## config.mk

```make
export PLATFORM = sky130hd
export DESIGN_NAME = johnson_decode_flat
export DESIGN_NICKNAME = d
export VERILOG_FILES = /design/src/rtl/johnson_pkg.sv /design/src/rtl/tt_um_johnson_checker_if.sv /design/src/rtl/johnson_decode.sv /design/src/flat_wrapper.sv
export SDC_FILE = /design/constraint.sdc
export NUM_CORES = 1
export LEC_CHECK = 0
export BUFFER_PORTS_ARGS = -buffer_cell sky130_fd_sc_hd__buf_4
export CAP_MARGIN = 20
export CORE_AREA = 4 4 41 43
export DETAILED_ROUTE_END_ITERATION = 6
export DIE_AREA = 0 0 45 47
export PLACE_DENSITY = 0.56
export REMOVE_ABC_BUFFERS = 1
export SYNTH_ARGS = -nofsm -noshare
export SYNTH_HDL_FRONTEND = slang
export SYNTH_SLANG_ARGS = --single-unit
```

## constraint.sdc

```tcl
create_clock -name vclk -period 4.4
set_clock_uncertainty 0.1 [all_clocks]
set_input_delay 0.88 -clock vclk [all_inputs]
set_output_delay 0.88 -clock vclk [all_outputs]
set_load 0.05 [all_outputs]
```

## src/rtl/johnson_pkg.sv

```systemverilog
// Shared constants, FSM state type and code table for the Johnson checker.
// Build option: JOHNSON_CHK_ERRCNT_EN adds the saturating error counter.
package johnson_pkg;

    localparam int JOHNSON_WIDTH  = 8;
    localparam int JOHNSON_STATES = 16;
    localparam int IDX_W          = 4;

    localparam int UO_INDEX_LSB = 0;
    localparam int UO_VALID     = 4;
    localparam int UO_LOCKED    = 5;
    localparam int UO_PULSE     = 6;
    localparam int UO_STICKY    = 7;

    typedef enum logic [1:0] {
        HUNT   = 2'd0,
        CHECK1 = 2'd1,
        LOCKED = 2'd2
    } chk_state_t;

    // Fill from the bottom for 0..8, then drain from the bottom.
    function automatic logic [JOHNSON_WIDTH-1:0] johnson_code(
        input logic [IDX_W-1:0] k
    );
        logic [JOHNSON_WIDTH-1:0] ones;
        ones = '1;
        if (k <= 4'd8)
            return ~(ones << k);
        else
            return ones << (k - 4'd8);
    endfunction

endpackage

```

## src/rtl/tt_um_johnson_checker_if.sv

```systemverilog
// Code/decode bundle between a code source and the Johnson decoder.
// master: drives code, reads index/valid; slave: the decoder side.
interface tt_um_johnson_checker_if;
    import johnson_pkg::*;

    logic [JOHNSON_WIDTH-1:0] code;
    logic [IDX_W-1:0]         index;
    logic                     valid;

    modport master (output code, input index, input valid);
    modport slave  (input code, output index, output valid);

endinterface

```

## src/rtl/johnson_decode.sv

```systemverilog
// Combinational Johnson code to index/valid decoder.
// Ports: bus (slave) - code in, index/valid out; invalid gives index 0.
module johnson_decode
    import johnson_pkg::*;
(
    tt_um_johnson_checker_if.slave bus
);

    always_comb begin
        bus.index = '0;
        bus.valid = 1'b0;
        for (int k = 0; k < JOHNSON_STATES; k++) begin
            if (bus.code == johnson_code(IDX_W'(k))) begin
                bus.valid = 1'b1;
                bus.index = IDX_W'(k);
            end
        end
    end

endmodule

```

## src/flat_wrapper.sv

```systemverilog
// flat-port wrapper written by rule: the top's interface ports become plain ports
module johnson_decode_flat import johnson_pkg::*;
  (bus_code, bus_index, bus_valid);
  tt_um_johnson_checker_if bus_i ();
  input wire logic [$bits(bus_i.code)-1:0] bus_code;
  output wire logic [$bits(bus_i.index)-1:0] bus_index;
  output wire logic [$bits(bus_i.valid)-1:0] bus_valid;
  assign bus_i.code = bus_code;
  assign bus_index = bus_i.index;
  assign bus_valid = bus_i.valid;
  johnson_decode u_core (.bus(bus_i));
endmodule
```

==> flow_summary_export.csv <==
group,metric,value,unit
sta,min_period_over_period,73.3,%
route,met1_length,498,µm
sta,max_freq,310,MHz
placement,place_area,427,µm²
layout,area_growth_syn_to_layout,20.5,%
setup_path,cp-end-kind,"primary output",
yosys,synthesis.area,354,µm²
sta,hold_viol,0,
floorplanning,initial_core_util,27.2,%
route,met2_length,454,µm
yosys,synthCells,56,
sta,slew_viol_final,0,
layout,design_area,427,µm²
setup_path,cp.required,3.42,ns
floorplanning,coreArea,0.00130,mm²
placement,io_buffer_count,13,
sta,max_slew_margin,59.9,%
floorplanning,die_h,47,µm
yosys,synthTopCellsByArea,"or4b_4 (7.8%), nand2_1 (7.4%), a21oi_1 (7.1%)",
route,dr.pass1.iters,4,
layout,fillCellCount,152,
layout,final_nets,72,
global_route,grtUsageTotal,10.3,%
yosys,ys_warn_count,0,
layout,drive_gt1_share,27.4,%
floorplanning,die_w,45,µm
sta,finalSetupViolCount,0,
global_route,antenna_found_initial,0,
setup_path,cp.arrival,2.24,ns
global_route,grt_pass1_wl,1.72,mm
sta,fin_tns_setup,0,ns
yosys,seq_area_frac_synth,0,%
status,outcome,"finished, final reports clean",
clock_tree,cts_resized,0,
sta,fin_crit,3.22,ns
clock_tree,ctsHoldBuffers,0,
clock_tree,post_cts_buffers,0,
route,top_layer_used,"met3",
setup_path,critPathMaxFanout,11,
hold_path,holdCritPathClass,"in -> out",
route,wl,1.04,mm
layout,seq_cell_count,0,
yosys,synth_top_cell_by_area,"or4b_4",
layout,multi_input_area,303,µm²
route,post_drt_via_cell_ratio,5.79,
layout,ff_latch_area,0,µm²
power_and_ir_drop,p_leak,0.156,nW
layout,antennaDiodeCount,0,
layout,post-route-util,32.8,%
route,vias,446,
setup_path,worst_setup_path_start_kind,"input pin",
sta,tightest_slew,0.593,ns
route,first_iter_violations,17,
global_route,grt_pass1_vias,375,
floorplanning,rows,13,
power_and_ir_drop,power,0.0373,mW
yosys,synth_top_area_share,7.77,%
sta,rsz0062_at_grt,"no",
route,route.detailed.drc,0,
run,maxCapViolations,0,
power_and_ir_drop,peakVddDrop,27.0,µV
route,wl_per_cell,13.5,µm
floorplanning,pin_count,13,
placement,hpwlAfterDp,800,µm
global_route,grt_max_degree,12,
floorplanning,dieArea,0.00212,mm²
setup_path,critPathKind,"in -> out",
yosys,avgSynthCellArea,6.32,µm²
hold_path,hold_depth,3,
power_and_ir_drop,power.density,87.5,mW/mm²
yosys,yosysUniqueCellTypes,29,
global_route,grt-ovfl-total,0,
placement,gp_congestion,0.790,
route,wl_met3,89,µm
route,ant_nets,0,
layout,nClkBuffers,0,
==> cells in the final DEF, fill, tap and decap left out <==
cell,Yosys,routed
xor2_1,1,1
nand2_1,7,7
a2bb2oi_1,2,2
a22oi_1,1,1
nor2_1,4,4
and3_1,1,1
and4_1,1,1
a221oi_1,1,1
o32ai_1,1,1
inv_1,2,2
nor4_2,1,1
o21ai_1,1,1
a32oi_1,1,1
nor2_2,1,1
o22ai_1,1,1
o211ai_1,2,2
or4b_4,2,2
o311ai_0,1,1
nand3_1,2,2
nand2b_1,2,2
a21oi_1,5,5
nor4b_1,2,2
nand4_1,1,1
nor3_1,3,3
o21ai_0,2,2
o2bb2ai_1,1,1
buf_4,1,13
==> area by class of cell <==
cell class / count / area share, %
inverter: 2 / 1.76
multi-input combinational: 47 / 71.0
tap: 15 / 4.40
timing repair buffer: 13 / 22.9
==> critical path: stages <==
cell and delay [ns]:
buf_4 0.15, or4b_4 0.56, nor4_2 0.23, o32ai_1 0.12, o21ai_1 0.09, buf_4 0.21
==> stage by stage <==
| stage | setup slack (ns) | hold WS, ns | instances |
|---|---|---|---|
| after floorplan | 0.468 | 1.94 | 49 |
| after global placement | 1.19 | 2.06 | 77 |
| after detailed placement | 1.18 | 2.07 | 77 |
| after CTS | 1.18 | 2.07 | 77 |
| after global routing | 1.06 | 2.09 | 77 |
| final | 1.18 | 2.08 | 77 |
==> cells in the mapped netlist <==
library cell,count
buf_6,1
buf_4,1
nor2_2,1
o2bb2ai_1,1
nand2_1,7
o22ai_1,1
a22oi_1,1
nand3_1,2
a32oi_1,1
nand4_1,1
buf_2,5
and3_1,1
o311ai_0,1
o211ai_1,2
o21ai_1,1
xor2_1,1
a2bb2oi_1,2
nor4b_1,2
nor4_2,1
inv_1,2
nand2b_1,2
o21ai_0,2
o32ai_1,1
or4b_4,2
and4_1,1
nor3_1,3
nor2_1,4
a21oi_1,5
a221oi_1,1
==> routing by layer <==
layer  vias to the layer above  track usage (%)
li1                        228                -
met1                       194             16.6
met2                        24             15.8
met3                         0            0.383
met4                         0                0
met5                         -                0
==> where the power goes <==
group / internal (mW) / switching [mW] / total, mW / leakage [nW]
Sequential: 0 / 0 / 0 / 0
Combinational: 0.0139 / 0.0234 / 0.0373 / 0.156
Clock: 0 / 0 / 0 / 0
==> cell families (layout without fill, tap and decap cells) <==
kind of cell	Yosys count	in the layout	share of synthesized area (%)
xor gates and xnor gates	1	1	2.47
buffers and inverters	9	15	14.5
AOI/OAI and AO/OA	19	19	36.8
and+or+nand+nor	27	27	46.3
==> worst paths after layout <==
kind / end / startpoint
worst min-delay path: bus_index[2] / bus_code[5]
worst max-delay path: bus_index[0] / bus_code[5]
No activity file was read; power rests on OpenSTA's default activity.
